File: src/rtl/serial_adder4_pkg.sv
// Shared types and constants for the bit-serial adder.
// Holds the controller state encoding and the default operand width.
package serial_adder_pkg;

  localparam int DEF_WIDTH = 4;

  typedef enum logic [1:0] {
    IDLE = 2'd0,
    BUSY = 2'd1,
    DONE = 2'd2
  } state_t;

endpackage

File: src/rtl/serial_adder4_fa_bit.sv
// Single-bit full adder slice used once per cycle by the serial adder.
module fa_bit (
  input  logic x,
  input  logic y,
  input  logic ci,
  output logic s,
  output logic co
);

  assign s  = x ^ y ^ ci;
  assign co = (x & y) | (ci & (x ^ y));

endmodule

File: src/rtl/serial_adder4.sv
// Bit-serial adder: one full-adder slice per cycle, LSB first, valid/ready on both sides.
// Optional overflow flag enabled with the SERIAL_ADDER_OVF_EN macro.
module serial_adder4
  import serial_adder_pkg::*;
#(
  parameter int WIDTH = DEF_WIDTH
) (
  input  logic             clk,
  input  logic             rst,
  input  logic             in_valid,
  output logic             in_ready,
  input  logic [WIDTH-1:0] a,
  input  logic [WIDTH-1:0] b,
  input  logic             cin,
  output logic             out_valid,
  input  logic             out_ready,
  output logic [WIDTH:0]   sum,
  output logic             ovf
);

  localparam int CNT_W = $clog2(WIDTH + 1);
  localparam logic [CNT_W-1:0] LAST_BIT = CNT_W'(WIDTH - 1);
  localparam logic [CNT_W-1:0] DONE_CNT = CNT_W'(WIDTH);

  state_t           state;
  logic             in_ready_r;
  logic             out_valid_r;
  logic [WIDTH-1:0] a_sh;
  logic [WIDTH-1:0] b_sh;
  logic [WIDTH-1:0] res;
  logic             carry;
  logic [CNT_W-1:0] cnt;
  logic             fa_s;
  logic             fa_co;
  logic             accept;

  assign accept = (state == IDLE) && in_valid;

  fa_bit u_fa (
    .x  (a_sh[0]),
    .y  (b_sh[0]),
    .ci (carry),
    .s  (fa_s),
    .co (fa_co)
  );

  // Operand shift registers: pure data, no reset needed
  always_ff @(posedge clk) begin
    if (accept) begin
      a_sh <= a;
      b_sh <= b;
    end else if (state == BUSY && cnt != DONE_CNT) begin
      a_sh <= a_sh >> 1;
      b_sh <= b_sh >> 1;
    end
  end

  // Controller; the extra BUSY cycle at cnt==WIDTH lands out_valid at WIDTH+1
  always_ff @(posedge clk or posedge rst) begin
    if (rst) begin
      state       <= IDLE;
      in_ready_r  <= 1'b1;
      out_valid_r <= 1'b0;
      res         <= '0;
      carry       <= 1'b0;
      cnt         <= '0;
    end else begin
      case (state)
        IDLE: begin
          if (in_valid) begin
            carry      <= cin;
            res        <= '0;
            cnt        <= '0;
            in_ready_r <= 1'b0;
            state      <= BUSY;
          end
        end
        BUSY: begin
          if (cnt == DONE_CNT) begin
            out_valid_r <= 1'b1;
            state       <= DONE;
          end else begin
            res   <= {fa_s, res[WIDTH-1:1]};
            carry <= fa_co;
            cnt   <= cnt + CNT_W'(1);
          end
        end
        DONE: begin
          if (out_ready) begin
            out_valid_r <= 1'b0;
            in_ready_r  <= 1'b1;
            state       <= IDLE;
          end
        end
        default: state <= IDLE;
      endcase
    end
  end

`ifdef SERIAL_ADDER_OVF_EN
  logic ovf_r;

  // Signed overflow: carry into the MSB differs from carry out of it
  always_ff @(posedge clk or posedge rst) begin
    if (rst) begin
      ovf_r <= 1'b0;
    end else if (accept) begin
      ovf_r <= 1'b0;
    end else if (state == BUSY && cnt == LAST_BIT) begin
      ovf_r <= carry ^ fa_co;
    end
  end

  assign ovf = ovf_r;
`else
  assign ovf = 1'b0;
`endif

  assign in_ready  = in_ready_r;
  assign out_valid = out_valid_r;
  assign sum       = {carry, res};

endmodule

File: config.mk
export PLATFORM = sky130hd
export DESIGN_NAME = serial_adder4
export DESIGN_NICKNAME = d
export VERILOG_FILES = /design/src/rtl/serial_adder4_pkg.sv /design/src/rtl/serial_adder4_fa_bit.sv /design/src/rtl/serial_adder4.sv
export SDC_FILE = /design/constraint.sdc
export NUM_CORES = 1
export LEC_CHECK = 0
export CAP_MARGIN = 20
export CORE_UTILIZATION = 26
export CTS_BUF_LIST = sky130_fd_sc_hd__clkbuf_2
export DETAILED_ROUTE_END_ITERATION = 12
export PLACE_DENSITY = 0.48
export SLEW_MARGIN = 20
export SYNTH_ARGS = -nofsm -noshare
export SYNTH_HDL_FRONTEND = slang
export SYNTH_HIERARCHICAL = 1
export SYNTH_SLANG_ARGS = --single-unit
File: constraint.sdc
create_clock -name clk -period 1.4 [get_ports clk]
set_clock_uncertainty 0.05 [all_clocks]
set_input_delay 0.28 -clock clk [delete_from_list [all_inputs] [get_ports clk]]
set_output_delay 0.28 -clock clk [all_outputs]
set_load 0.01 [all_outputs]
; Word level (Yosys, flattened, before mapping)
; Index checks and enable logic that the tools add are counted.
[op_classes]
n_addsub = 1
n_eq_ne = 8
n_mux = 23
n_bitwise = 5
n_reduce_logical = 11
[ops]
columns = operator, count
row1 = $mux W4, 6
row2 = $reduce_and A3 Y1, 4
row3 = $pmux W4 S2, 1
row4 = $reduce_bool A2 Y1, 4
row5 = $mux W1, 6
row6 = $mux W2, 3
row7 = $mux W3, 2
row8 = $ne A2 B2 Y1 const B, 3
row9 = $pmux W1 S2, 3
row10 = $pmux W2 S3, 1
row11 = $pmux W3 S2, 1
row12 = $add A3 B1 Y3 const B, 1
row13 = $eq A3 B3 Y1 const B, 1
row14 = $ne A3 B3 Y1 const B, 1
row15 = $and A1 B1 Y1, 2
row16 = $eq A2 B1 Y1 const B, 1
row17 = $eq A2 B2 Y1 const B, 1
row18 = $logic_and A1 B1 Y1, 2
row19 = $logic_not A2 Y1, 1
row20 = $ne A2 B1 Y1 const B, 1
row21 = $xor A1 B1 Y1, 2
row22 = $or A1 B1 Y1, 1
[totals]
reg_bits = 20
wordCells = 56

; Longest topological paths before layout
; Gate-level depths: netlist of the first run.
[depth]
word_depth = 5
ltp_mapped = 6

; Cells and area by module
; The synthesis of the first run kept the hierarchy.
[modules_own_cells]
columns = mod, n_inst, cells_each, area_per_inst_um2
row1 = serial_adder4, 1, 71, 927.1
row2 = fa_bit, 1, 1, 20.0

; Worst setup path after synthesis of the first run
; No wires, ideal clock.
[synth_path]
kind = register to register
start = reg state[1]
end = reg carry
arrival_time_ns = 1.372
setup_slack_ns = -0.147
path_stages_with_launch = 5
n_path_buf = 0
period_less_slack_ns = 1.547
cell_sequence = dfrtp_1 > nor3b_4 > a21oi_2 > inv_4 > mux2_4
[synth_via]
elab_chain_cells = 3
[synth_lines]
columns = item, line
row1 = "start, declared", serial_adder4.sv:25  ; state_t state;
row2 = "start signal, assigned", serial_adder4.sv:61  ; state <= IDLE;
row3 = "start signal, assigned", serial_adder4.sv:75  ; state <= BUSY;
row4 = "start signal, assigned", serial_adder4.sv:81  ; state <= DONE;
row5 = $eq A2 B1 Y1 / $logic_not A2 Y1 (equally long branches), serial_adder4.sv:68  ; case (state)
row6 = $ne A2 B2 Y1 (no line) / $reduce_bool A2 Y1 (equally long branches), n/a
row7 = $reduce_and A3 Y1 (no line), n/a
row8 = "end signal, assigned", serial_adder4.sv:71  ; carry <= cin;
row9 = "end signal, assigned", serial_adder4.sv:84  ; carry <= fa_co;
row10 = "end, declared", serial_adder4.sv:31  ; logic carry;
; Several ways; a longest one is shown, not always the timed one.
; A chain may end at the register's enable or synchronous reset.

; Worst setup path after layout of the first run
[layout_path]
start = reg state[1]
end = reg a_sh[0], data pin
[layout_via]
elab_chain_cells = 3
[layout_lines]
columns = item, line
row1 = $logic_not A2 Y1, serial_adder4.sv:37  ; assign accept = (state == IDLE) && in_valid;
row2 = $logic_and A1 B1 Y1, serial_adder4.sv:37
row3 = $mux W4, serial_adder4.sv:49  ; if (accept) begin
row4 = "end signal, assigned", serial_adder4.sv:53  ; a_sh <= a_sh >> 1;
row5 = "end, declared", serial_adder4.sv:28  ; logic [WIDTH-1:0] a_sh;
; Every way passes these cells.

==> results.cfg, run 1 <==
[status]
status = finished, violations left
failed_checks = negative setup slack

[clock_tree]
cts-root-buf = clkbuf_2
cts_tree = built
clk_latency_ns = 0.31
htreeDepth = 1
cts_buffers = 3
cts_sinks = 20
clock_path_buffers = 2
path_clk_slew_ns = 0.18

[synthesis]
synth_edf_count = 8
yosys.cell_types.count = 25
syn_avg_cell_area_um2 = 13.2
ys.flop_type = dfrtp_1
ys_ff_latch = 20
synthesis.nets = 88
synth-async-reset-ratio_pct = 60.0
synth.area.top_cells = dfrtp_1 (29%), edfxtp_1 (25%), mux2_2 (7.1%)
yosysTopAreaCell = dfrtp_1
ys_warn_count = 6
syn_area_um2 = 947
syn-instance-count = 72
synth_most_common_cell = dfrtp_1
ys_top_cells_by_count = dfrtp_1 (11), edfxtp_1 (8), inv_1 (8)
ys_seq_area_share_pct = 57.2
netlist.area_leader.share_pct = 29.1

[global_route]
grt_max_degree = 13
grt_antenna_before_repair = 0
grtUsageMet2_pct = 15.5
overflow = 0
grt.total_usage_pct = 10.2
met1_usage_pct = 13.0
busiest_layer = met2
grt_pass1_wl_mm = 3.02
grt_pass1_vias = 663
grt_use_met3_pct = 3.86

[floorplanning]
dieArea_mm2 = 0.00389
start_util_pct = 27.7
die_w_um = 62.4
num_rows = 21
core_mm2 = 0.00342
die_h_um = 62.4
io-pin-count = 21

[timing]
timing.final.crit_share_pct = 105
period_minus_slack_ns = 1.48
finalSetupTns_ns = -0.887
max_freq_mhz = 677
holdWs_ns = 0.172
finalWorstSetupSlack_ns = -0.0762
rsz0062_at_grt = true
setup_viol = 18
hold_violations = 0
maxSlewViolCount = 0

[cells_and_area]
drive_gt1_share_pct = 47.5
final_core_util_pct = 42.6
area_delta_synth_final_pct = 53.8
fillers = 347
nets = 135
diodes = 0

[critical_path]
critPathKind = register to register
rr_worst_depth = 3
cp_max_fo = 9
worst_ep_required_time_ns = 1.44
startpoint_type = register
cp-end-kind = register
crit_arrival_ns = 1.51

[routing]
dr.pass1.iters = 2
num_vias = 680
viasPerCell = 4.15
drtIter0Drc = 29
wl_per_cell_um = 10.8
drc = 0
ant_nets = 0
wirelength_mm = 1.78

[power]
p_leak_nw = 0.652
power_w = 0.00340
peakVddDrop_mv = 0.776
p_per_area_mw_per_mm2 = 2330

[run]
drv_cap = 0

[place]
dpl.hpwl_mm = 1.28
gp_congestion = 0.659
port-buffer-count = 19

[worst_hold_path]
hold_path.class = primary input to asynchronous set/reset pin
-- layout make-up --
type | count | area [um^2] | area share, %
Sequential cell | 20 | 544 | 37.4
Timing Repair Buffer | 45 | 389 | 26.7
Multi-Input combinational cell | 40 | 384 | 26.4
Tap cell | 46 | 57.6 | 3.95
Inverter | 9 | 36.3 | 2.49
Clock inverter | 1 | 30.0 | 2.06
Clock buffer | 3 | 15.0 | 1.03
-- power by group --
group | switching (W) | leakage [nW] | internal [W]
Clock | 0.000170 | 0.0266 | 0.000247
Sequential | 0.000163 | 0.225 | 0.000954
Combinational | 0.000749 | 0.401 | 0.00111
-- flip-flops by register name, indices dropped and copies added (netlist names) --
register   flops
a_sh           4
b_sh           4
res            4
cnt            3
state          2
carry          1
in_ready       1
out_valid      1
-- cells by family (layout without fill, tap and decap cells) --
group / after synthesis / after routing / share of synthesized area, %
flip-flops: 20 / 20 / 57.2
AND/OR/NAND/NOR: 13 / 13 / 8.98
AO/OA/AOI/OAI: 12 / 12 / 8.59
buffers and inverters: 12 / 58 / 6.61
multiplexers: 11 / 11 / 13.5
adder cells (fa/ha/maj): 3 / 3 / 4.76
other: 1 / 1 / 0.396
-- metrics by stage --
stage	cell area (um^2)	setup WS, ns	std cells
after floorplan	957	-0.124	72
after global placement	1320	-0.379	150
after detailed placement	1320	-0.375	150
after CTS	1440	-0.0655	160
after global routing	1460	-0.105	164
final	1460	-0.0762	164
-- worst paths after layout --
path                          start        to  slack, ns
min in group clk             res[0]    res[0]       0.51
max in group asynchronous       rst  in_ready       0.90
max reg2reg                state[1]   a_sh[0]      -0.08
min reg2reg                  res[0]    res[0]       0.51
max                        state[1]   a_sh[0]      -0.08
min                             rst    cnt[0]       0.17
-- repair_timing --
item / CTS / global route
gates cloned: 0 / 0
setup endpoints to repair: 27 / 28
pin swaps: 4 / 4
setup buffers: 7 / 4
gates resized for setup: 24 / 8
hold buffers: 0 / 0
-- layer usage --
metal	part of all wire [%]	up-vias	routed length [um]
met5	0	-	0
met3	5.9	2	105
met1	46	324	816
met2	47	16	834
li1	-	338	-
met4	1.1	0	20
-- cell usage in the layout, fill, tap and decap left out, types with 3 or more instances in the layout --
master           instances
mux2i_1                  3
inv_1                    6
a21oi_1                  3
dfrtp_1                  9
clkbuf_2                 7
nand2_1                  3
buf_4                   23
clkdlybuf4s50_1         12
a32o_1                   3
edfxtp_1                 8
mux2_4                   4
mux2_2                   4
-- critical path, cell delays in order (launching register included) --
cell,delay (ns)
dfrtp_2,0.48
nor3b_4,0.24
buf_12,0.16
mux2_2,0.32
(Power assumes the default switching activity.)
==> inputs of run 2 (changes only) <==
--- a/config.mk
+++ b/config.mk
@@ -8,6 +8,7 @@
 export CAP_MARGIN = 20
 export CORE_UTILIZATION = 26
 export CTS_BUF_LIST = sky130_fd_sc_hd__clkbuf_2
+export CTS_CLUSTER_SIZE = 25
 export DETAILED_ROUTE_END_ITERATION = 12
 export PLACE_DENSITY = 0.48
 export SLEW_MARGIN = 20
==> results of run 2 <==
The final DEF is identical to that of run 1; final timing and power are the same.
